### config.mk
export PLATFORM = sky130hd
export DESIGN_NAME = liu_spi_sched
export DESIGN_NICKNAME = d
export VERILOG_FILES = /design/src/rtl/liu_spi_sched.sv
export SDC_FILE = /design/constraint.sdc
export NUM_CORES = 1
export LEC_CHECK = 0
export ABC_CLOCK_PERIOD_IN_PS = 8400
export CAP_MARGIN = 20
export CORE_MARGIN = 1.5
export CORE_UTILIZATION = 55
export CTS_CLUSTER_SIZE = 24
export DETAILED_ROUTE_END_ITERATION = 10
export PLACE_DENSITY = 0.85
export SLEW_MARGIN = 5
export SYNTH_ARGS = -nofsm -noshare
export SYNTH_HDL_FRONTEND = slang
export SYNTH_SLANG_ARGS = --single-unit
### constraint.sdc
create_clock -name clk -period 8.4 [get_ports clk]
set_input_delay 2.52 -clock clk [delete_from_list [all_inputs] [get_ports clk]]
set_output_delay 2.52 -clock clk [all_outputs]
set_load 0.005 [all_outputs]
### src/rtl/liu_spi_sched.sv
// LIU SPI scheduler: round-robin between CPU single accesses and a periodic status poller, with a watchdog.
// Optional status-change interrupt is built when LIU_SPI_SCHED_IRQ_EN is defined.
module liu_spi_sched #(
  parameter int         N_CS        = 2,
  parameter int         POLL_DIV    = 1000,
  parameter logic [7:0] STATUS_ADDR = 8'h00,
  parameter int         TIMEOUT     = 4095
) (
  input  logic              clk,
  input  logic              rst,
  input  logic              tick,
  input  logic              poll_en,
  input  logic              cpu_req,
  input  logic [1:0]        cpu_cs,
  input  logic              cpu_wr,
  input  logic [7:0]        cpu_addr,
  input  logic [7:0]        cpu_wdata,
  output logic              cpu_busy,
  output logic              cpu_ack,
  output logic              cpu_err,
  output logic [7:0]        cpu_rdata,
  output logic              eng_valid,
  input  logic              eng_ready,
  output logic [1:0]        eng_cs,
  output logic              eng_wr,
  output logic [7:0]        eng_addr,
  output logic [7:0]        eng_wdata,
  input  logic              eng_done,
  input  logic [7:0]        eng_rdata,
  output logic              eng_abort,
  output logic [8*N_CS-1:0] status_data,
  output logic [N_CS-1:0]   status_valid,
  output logic              poll_ovr,
  input  logic              poll_ovr_clr,
  output logic              irq,
  input  logic              irq_clr
);

  typedef enum logic [1:0] {IDLE = 2'd0, ISSUE = 2'd1, WAIT = 2'd2} state_t;

  localparam logic [15:0] DIV_LAST = 16'(POLL_DIV - 1);
  localparam logic [15:0] WD_LAST  = 16'(TIMEOUT - 1);
  localparam logic [1:0]  IDX_LAST = 2'(N_CS - 1);

  state_t      state, state_nxt;
  logic        cpu_pend;
  logic [1:0]  req_cs;
  logic        req_wr;
  logic [7:0]  req_addr;
  logic [7:0]  req_wdata;
  logic        gnt_cpu;
  logic        poll_pend;
  logic [15:0] tick_cnt;
  logic [15:0] wd_cnt;
  logic [1:0]  poll_idx;
  logic        grant, grant_cpu, done_ok, done_to;
  logic        fin, cpu_fin, poll_fin, poll_clr, period, pend_keep;

  always_comb begin
    state_nxt = state;
    grant     = 1'b0;
    grant_cpu = 1'b0;
    done_ok   = 1'b0;
    done_to   = 1'b0;
    case (state)
      IDLE: if (cpu_pend || poll_pend) begin
        grant     = 1'b1;
        // gnt_cpu holds the previous grant, so a tie goes to the other side
        grant_cpu = cpu_pend && (!poll_pend || !gnt_cpu);
        state_nxt = ISSUE;
      end
      ISSUE: if (eng_ready) state_nxt = WAIT;
      WAIT: begin
        if (eng_done) begin
          done_ok   = 1'b1;
          state_nxt = IDLE;
        end else if (wd_cnt == WD_LAST) begin
          done_to   = 1'b1;
          state_nxt = IDLE;
        end
      end
      default: state_nxt = IDLE;
    endcase
  end

  assign fin       = done_ok | done_to;
  assign cpu_fin   = fin & gnt_cpu;
  assign poll_fin  = fin & ~gnt_cpu;
  assign poll_clr  = poll_fin && (poll_idx == IDX_LAST);
  assign period    = poll_en && tick && (tick_cnt == DIV_LAST);
  assign pend_keep = poll_pend && !poll_clr;

  assign eng_valid = (state == ISSUE);
  assign eng_abort = done_to;
  assign eng_cs    = !eng_valid ? 2'd0 : (gnt_cpu ? req_cs    : poll_idx);
  assign eng_wr    = eng_valid && gnt_cpu && req_wr;
  assign eng_addr  = !eng_valid ? 8'd0 : (gnt_cpu ? req_addr  : STATUS_ADDR);
  assign eng_wdata = !eng_valid ? 8'd0 : (gnt_cpu ? req_wdata : 8'd0);
  assign cpu_busy  = cpu_pend;

  always_ff @(posedge clk or posedge rst) begin
    if (rst) begin
      state   <= IDLE;
      gnt_cpu <= 1'b0;
      wd_cnt  <= '0;
    end else begin
      state <= state_nxt;
      if (grant) gnt_cpu <= grant_cpu;
      if (state == ISSUE && eng_ready) wd_cnt <= '0;
      else if (state == WAIT)          wd_cnt <= wd_cnt + 16'd1;
    end
  end

  always_ff @(posedge clk or posedge rst) begin
    if (rst) begin
      cpu_pend  <= 1'b0;
      req_cs    <= '0;
      req_wr    <= 1'b0;
      req_addr  <= '0;
      req_wdata <= '0;
      cpu_ack   <= 1'b0;
      cpu_err   <= 1'b0;
      cpu_rdata <= '0;
    end else begin
      if (cpu_req && !cpu_pend) begin
        cpu_pend  <= 1'b1;
        req_cs    <= cpu_cs;
        req_wr    <= cpu_wr;
        req_addr  <= cpu_addr;
        req_wdata <= cpu_wdata;
      end else if (cpu_fin) begin
        cpu_pend <= 1'b0;
      end
      cpu_ack <= cpu_fin;
      cpu_err <= cpu_fin & done_to;
      if (cpu_fin && done_ok && !req_wr) cpu_rdata <= eng_rdata;
    end
  end

  always_ff @(posedge clk or posedge rst) begin
    if (rst) begin
      tick_cnt  <= '0;
      poll_pend <= 1'b0;
      poll_ovr  <= 1'b0;
    end else begin
      if (!poll_en) begin
        tick_cnt  <= '0;
        poll_pend <= 1'b0;
      end else begin
        if (tick) tick_cnt <= (tick_cnt == DIV_LAST) ? 16'd0 : tick_cnt + 16'd1;
        if (period && !pend_keep) poll_pend <= 1'b1;
        else if (poll_clr)        poll_pend <= 1'b0;
      end
      if (period && pend_keep) poll_ovr <= 1'b1;
      else if (poll_ovr_clr)   poll_ovr <= 1'b0;
    end
  end

  always_ff @(posedge clk or posedge rst) begin
    if (rst) begin
      poll_idx     <= '0;
      status_data  <= '0;
      status_valid <= '0;
    end else if (poll_fin) begin
      for (int k = 0; k < N_CS; k++) begin
        if (poll_idx == 2'(k)) begin
          if (done_ok) status_data[8*k +: 8] <= eng_rdata;
          status_valid[k] <= done_ok;
        end
      end
      poll_idx <= (poll_idx == IDX_LAST) ? 2'd0 : poll_idx + 2'd1;
    end
  end

`ifdef LIU_SPI_SCHED_IRQ_EN
  logic chg;

  always_comb begin
    chg = 1'b0;
    for (int k = 0; k < N_CS; k++) begin
      if (poll_idx == 2'(k) && status_valid[k] && status_data[8*k +: 8] != eng_rdata) chg = 1'b1;
    end
  end

  always_ff @(posedge clk or posedge rst) begin
    if (rst)                            irq <= 1'b0;
    else if (poll_fin && done_ok && chg) irq <= 1'b1;
    else if (irq_clr)                   irq <= 1'b0;
  end
`else
  logic unused_irq_clr;
  assign unused_irq_clr = irq_clr;
  assign irq            = 1'b0;
`endif

endmodule

* Word-level counts from Yosys, hierarchy flattened
Index checks and enable logic that the tools add are counted.
** Storage, ports and cells
- Flip-flop bits (word level) :: 87
- Latch bits :: 0
- RAM bits :: 0
- Memory bits (read-only) :: 0
- Output and inout port bits :: 52
- Word-level logic and storage cells :: 101
- Memories kept :: 0
** Cells by class
- Add/sub/neg operators :: 3
- Multipliers :: 0
- Divide/modulo/power cells :: 0
- $lt $le $gt $ge :: 0
- Equal/unequal tests :: 10
- Shift operators :: 0
- Multiplexer cells :: 33
- Bitwise operators :: 5
- Reductions and logical operators :: 31
** Operators with widths (number)
- 16-bit two-way mux :: 5
- 16-bit by 1-bit adder with 16-bit output, second input constant :: 2
- 8-bit two-way mux :: 4
- 16-bit by 10-bit equality test with 1-bit output, second input constant :: 1
- 16-bit by 12-bit equality test with 1-bit output, second input constant :: 1
- 1-bit two-way mux :: 16
- 2-bit two-way mux :: 7
- 1-bit logical AND :: 13
- 3-bit AND reduction :: 3
- 1-bit zero test :: 6
- 2-bit one-hot mux with 3 select lines :: 1
- 2-bit nonzero test :: 3
- 2-bit by 1-bit equality test with 1-bit output, second input constant :: 2
- 2-bit zero test :: 2
- 2-bit != test, second input constant :: 2
- 2-bit AND reduction :: 2
- 1-bit AND :: 3
- 3-bit by 1-bit != test with 1-bit output, second input constant :: 1
- 3-bit != test, second input constant :: 1
- 2-bit by 1-bit adder with 2-bit output, second input constant :: 1
- 2-bit equality test, second input constant :: 1
- 1-bit logical OR :: 2
- 2-bit by 1-bit != test with 1-bit output, second input constant :: 1
- 1-bit NOT :: 1
- 1-bit bitwise OR :: 1

* Depth between registers and ports, before layout
Gate-level depths: netlist of the first run.
- Depth in word-level cells :: 13
- Depth in mapped cells :: 7
- Mapped depth without buffers :: 6

* Worst setup path before layout of the first run
No wires, ideal clock.
- Path kind :: input to output
- From :: in eng_done
- To :: out eng_abort
- Arrival time :: 2.926 ns
- Path slack :: 2.954 ns
- Stages on the path :: 2
- Cell sequence :: clkbuf_1 > nor3b_1
** On the way
- Word-level cells in the longest chain between the ends :: 2
** Ends and longest elaborated chain
- start: declaration :: RTL line 28 : input logic eng_done,
- 1-bit two-way mux :: RTL line 74 : if (eng_done) begin
- 1-bit two-way mux :: RTL line 65 : case (state)
- end: declaration :: RTL line 30 : output logic eng_abort,
No other way between the ends.

* Worst setup path after layout of the first run
Ends and elaborated chain as after synthesis.

==> results.cfg, run 1 <==
[synthesis]
synthesis.area_um2 = 4106
ys_warn_count = 0
yosys.area_share.simple = 0.1947
syn_inst = 365
ys.flop_type = dfrtp_1
syn_nets = 404
ys_seq_area_frac = 0.5302
synth_edf_count = 0
synth-seq-cells = 87
synthXorXnorAreaFrac = 0.01066
synth_fa_ha_area_frac = 0.009141
muxShareOfSynthArea = 0.1228
ys_types = 53
avgSynthCellArea_um2 = 11.25
synth_compound_area_frac = 0.09628
synth_top_family_by_area = simple AND/OR/NAND/NOR gates
synth-async-reset-ratio = 1.000

[job]
maxCapViolations = 0

[drt]
wl_met3_um = 640
ant_nets = 0
initialDrtViolationCount = 191
vias = 3272
wl_met2_um = 4822
dr.pass1.iters = 4
drt-met1-wl_um = 3923
wl_um = 9575
wl_per_cell_um = 17.50
route.detailed.drc = 0
dr.max_layer_used = met4
vias_per_cell = 5.982

[clocking]
clk_latency_ns = 0.35
post_cts_resized = 0
cts_tree = yes
clk_pin_slew_ns = 0.08
clk_path_buf_depth = 2
post_cts_buffers = 0
clock_sink_count = 87
numCtsBuffers = 9
cts-root-buf = clkbuf_8
htree_num_levels = 3
cts_hold_buf = 0

[floorplan]
die_h_um = 89.41
start_util = 0.5662
fp.coreArea_um2 = 7253
num_rows = 31
die_w_um = 89.41
dieArea_um2 = 7993
io_pins = 88

[place]
dpl_cell_area_um2 = 4990
gp_congestion = 0.8670
pre_cts_ws_ns = 1.976
dp_hpwl_um = 6627
numPortBuffers = 85

[final_layout]
n_fill_cell = 529
final_area_um2 = 5192
antenna_cells = 0
nets = 482
area_growth_pct = 26.45
drive_gt1_frac = 0.1540

[global_routing]
grt_pass1_wl_um = 14800
antenna_found_initial = 0
grt_pass1_vias = 3140
grt_max_degree = 88
grt-ovfl-total = 0
grt_usage = 0.2445

[pwr]
power.density_nw_per_um2 = 233.7
vdd_drop_max_mv = 0.1456
leakagePower_nw = 2.246

[worst_hold_path]
hp-start = wd_cnt[5]
min_path_type = reg -> reg

[timing]
hold_viol = 0
period_share = 0.7644
finalSetupTns_ns = 0
finalMaxSlewViolations = 0
fin_crit_ns = 6.421
layout_setup_ws_ns = 1.979
setup_viol = 0
rsz0062_at_grt = false
relSlewSlack = 0.4818
max_freq_mhz = 155.7
fin_skew_ns = 0.006143
tightest_slew_ns = 0.7773

[critical_path]
cp.arrival_ns = 3.90
r2r-start = gnt_cpu
path_max_fanout = 7
cp-end-kind = output port
startpoint = eng_done
required_ns = 5.88
cp-start-kind = primary input
critPathKind = in -> out

[status]
outcome = finished, final reports clean
-- layout make-up --
| class | count | area [um^2] | share of cell area |
|---|---|---|---|
| Inverter | 10 | 38.79 | 0.007470 |
| Clock buffer | 11 | 151.4 | 0.02916 |
| Timing Repair Buffer | 88 | 885.9 | 0.1706 |
| Clock inverter | 5 | 31.28 | 0.006024 |
| Multi-Input combinational cell | 247 | 1784 | 0.3436 |
| Tap cell | 99 | 123.9 | 0.02386 |
| Sequential cell | 87 | 2177 | 0.4193 |
-- path summary, 6_finish.rpt --
check                           cells after the start        endpoint  slack, ns
worst min register to register                      1       wd_cnt[5]       0.49
worst max register to register                      3  status_data[0]       6.28
worst max-delay path                                3       eng_abort       1.98
min in group asynchronous                           3    tick_cnt[10]       2.64
max in group asynchronous                           4       wd_cnt[9]       5.14
worst min-delay path                                1       wd_cnt[5]       0.49
-- power breakdown --
| part | leakage, nW | internal (W) | switching [W] |
|---|---|---|---|
| Sequential | 1.14 | 0.000505 | 0.0000568 |
| Clock | 0.0955 | 0.000123 | 0.000147 |
| Combinational | 1.01 | 0.000238 | 0.000144 |
| Total | 2.25 | 0.000866 | 0.000347 |
-- layout by cell type (no fill, tap or decap), drive strengths merged, types with 4 or more instances in the layout --
master	instances
dfrtp	87
clkdlybuf4s50	85
mux2	43
nand2	22
and3	21
nand3	16
nand4	15
a31oi	13
clkbuf	11
o21ai	11
inv	10
nor2	9
o211ai	8
and2	8
o31ai	7
nor4	7
and4	7
nor3	6
nor2b	4
a21oi	4
or3	4
clkinv	4
-- routing by layer --
| layer | vias up | global-route usage |
|---|---|---|
| met5 | - | 0 |
| met3 | 16 | 0.08310 |
| met2 | 113 | 0.4012 |
| li1 | 1519 | - |
| met4 | 0 | 0.07413 |
| met1 | 1624 | 0.3076 |
-- cell families (layout without fill, tap and decap cells) --
logic type | Yosys count | after routing
other cells | 1 | 1
flops | 87 | 87
buf+inv | 31 | 114
compound gates | 58 | 58
simple gates | 135 | 135
fa+ha+maj | 3 | 3
xor+xnor | 5 | 5
mux | 45 | 45
-- flip-flops by register name, indices dropped and copies added, names as in the netlist, 2 cells and up --
signal / cells
status_data: 16
state: 2
cpu_rdata: 8
status_valid: 2
tick_cnt: 16
poll_idx: 2
req_addr: 8
wd_cnt: 16
req_cs: 2
req_wdata: 8
-- critical path, stage by stage --
cell	delay, ns
clkdlybuf4s50_1	0.55
nor3b_1	0.29
clkdlybuf4s50_1	0.54
-- synthesized netlist by cell type (5+ instances only) --
cell type | number | share of area
nand2_1 | 22 | 0.020
dfrtp_1 | 87 | 0.53
and4_1 | 5 | 0.011
mux2_2 | 43 | 0.12
nand4_1 | 14 | 0.021
a31oi_1 | 13 | 0.020
nand3_1 | 16 | 0.020
nor4_1 | 6 | 0.0091
nor3_1 | 6 | 0.0073
o31ai_1 | 7 | 0.013
o21ai_0 | 10 | 0.012
o211ai_1 | 8 | 0.015
clkbuf_1 | 9 | 0.0082
and3_1 | 21 | 0.032
buf_2 | 8 | 0.0098
inv_1 | 10 | 0.0091
nor2_1 | 9 | 0.0082
and2_1 | 7 | 0.011
-- stage by stage --
step | utilization | std cells | power (W) | hold WS [ns]
5_1_grt | 0.7159 | 547 | 0.001280 | 0.5148
2_1_floorplan | - | 365 | 0.0007429 | 0.4375
6_report | 0.7159 | 547 | 0.001214 | 0.4920
3_3_place_gp | 0.6879 | 530 | 0.0009331 | 0.4570
4_1_cts | 0.7131 | 546 | 0.001220 | 0.4925
3_5_place_dp | 0.6879 | 530 | 0.0009500 | 0.4786
(Power assumes the default switching activity.)
==> run 2: changes to the inputs <==
ABC_CLOCK_PERIOD_IN_PS = 5440   (was 8400)
CORE_UTILIZATION = 46   (was 55)
PLACE_DENSITY = 0.76   (was 0.85)
clock period = 5.44 ns   (was 8.4 ns; I/O delays follow)
==> run 2 against run 1 <==
Effect of this change:
- final area rose by 1.6%
- sequential share of layout area fell by 0.65 points
- clock skew rose by 0.0042 ns
- utilization fell by 11 points
- critical path type unchanged
==> results.cfg, run 2 (synthesis results as in run 1) <==
[floorplan]
die_h_um = 97.49
io_pins = 88
dieArea_um2 = 9503
start_util = 0.4732
die_w_um = 97.49
num_rows = 34
fp.coreArea_um2 = 8678

[pwr]
leakagePower_nw = 2.278
vdd_drop_max_mv = 0.2510
power.density_nw_per_um2 = 387.6

[critical_path]
cp-start-kind = primary input
cp.buffers_inverters = 2
required_ns = 3.81
critPathKind = in -> out
cp.arrival_ns = 3.13
cp-end-kind = output port
cp_slowest_stage_delay_ns = 0.57
cpMaxStageDelayCell = clkdlybuf4s50_1
crit_path_frequent_cell = clkdlybuf4s50_1
crit_family = buffers and inverters
path_max_fanout = 7
crit_path_cell_trace = clkdlybuf4s50_1, nor3b_1, clkdlybuf4s50_1

[final_layout]
fin_cells = 555
multi_input_area_um2 = 1784
nets = 481
n_fill_cell = 744
final_cell_mix = dfrtp_1, clkdlybuf4s50_1, mux2_2
ff_latch_area_um2 = 2177
area_growth_pct = 28.43
layout_commonest_cell = dfrtp_1
antenna_cells = 0
top_regs = status_data (16), tick_cnt (16), wd_cnt (16)
drive_gt1_frac = 0.1521

[drt]
wl_per_cell_um = 16.37
dr.pass1.iters = 4
route.detailed.drc = 0
wl_um = 9086
ant_nets = 0
initialDrtViolationCount = 113
vias = 3173
vias_per_cell = 5.717

[global_routing]
grt_pass1_wl_um = 15590
grt_max_degree = 50
grt_use_met3 = 0.05755
grt_pass1_vias = 3195
grt_usage = 0.2022
grt_use_met1 = 0.2558
busiest_layer = met2
antenna_found_initial = 0
met2_usage = 0.3392
grt-ovfl-total = 0

[timing]
max_freq_mhz = 210.1
tightest_slew_ns = 0.8354
hold_viol = 0
hold_slack_ns = 0.4848
relSlewSlack = 0.4424
finalSetupTns_ns = 0
finalMaxSlewViolations = 0
setup_viol = 0
period_share = 0.8749
rsz0062_at_grt = false
fin_crit_ns = 4.760
fin_skew_ns = 0.01037

[clocking]
post_cts_resized = 0
cts_hold_buf = 0
clk_pin_slew_ns = 0.09
clock_sink_count = 87
cts_tree = yes
clk_latency_ns = 0.36
clk_path_buf_depth = 2
numCtsBuffers = 9
post_cts_buffers = 0
htree_num_levels = 3
cts-root-buf = clkbuf_8

[place]
dp_hpwl_um = 6376
numPortBuffers = 85
gp_congestion = 0.9008
dp.cells = 539

[status]
outcome = finished, final reports clean

[job]
maxCapViolations = 0

[worst_hold_path]
min_path_type = reg -> reg
==> run 2: changes by cell type in the layout (fill, tap and decap cells not counted) <==
| cell | before | now |
|---|---|---|
| clkinvlp_4 | 1 | 0 |
| clkbuf_8 | 11 | 9 |
| inv_8 | 0 | 1 |
| buf_12 | 1 | 0 |
| bufinv_16 | 0 | 4 |
| inv_6 | 1 | 2 |
| clkinv_2 | 4 | 1 |
==> run 2: stage by stage <==
step,utilization,total power [W],cell area [um^2],worst slack (ns)
2_1_floorplan,-,0.001147,4106,1.558
3_3_place_gp,0.5763,0.001444,5001,0.6972
3_5_place_dp,0.5763,0.001461,5001,0.7145
4_1_cts,0.6077,0.002065,5274,0.7090
5_1_grt,0.6077,0.002156,5274,0.6434
6_report,0.6077,0.002044,5274,0.6804
==> run 2: worst register-to-register path: stages (launching register included) <==
cell and delay [ns]:
dfrtp_1 0.42, nor4_1 0.44, nand4_1 0.60, a31oi_1 0.39
o21ai_0 0.12
==> run 2: per-layer routing <==
layer	wire (um)	part of all wire
met1	3897	0.43
met2	4541	0.50
met3	512	0.056
met4	133	0.015
met5	0	0
==> run 2: area by class of cell <==
type                       count  share of cell area
sequential                    87              0.4128
multi-input combinational    247              0.3383
timing repair buffer          87              0.1642
clock inverter                 7             0.02823
tap                          108             0.02562
clock buffer                   9             0.02349
inverter                      10            0.007355
==> run 2: power breakdown <==
group	switching [W]	internal, W	total, W	leakage (nW)
logic	0.000216	0.000366	0.000582	1.00
clock network	0.000242	0.000358	0.000600	0.136
registers	0.0000827	0.000780	0.000862	1.14
total	0.000541	0.00150	0.00204	2.28
==> run 2: worst paths after layout <==
check | start | to | slack, ns | cells after the start
worst max-delay path | eng_done | eng_abort | 0.68 | 3
max in group asynchronous | rst | req_wdata[0] | 2.72 | 3
worst min register to register | wd_cnt[5] | wd_cnt[5] | 0.48 | 1
worst min-delay path | wd_cnt[5] | wd_cnt[5] | 0.48 | 1
min in group asynchronous | rst | tick_cnt[0] | 1.73 | 2
worst max register to register | tick_cnt[13] | tick_cnt[8] | 3.36 | 4
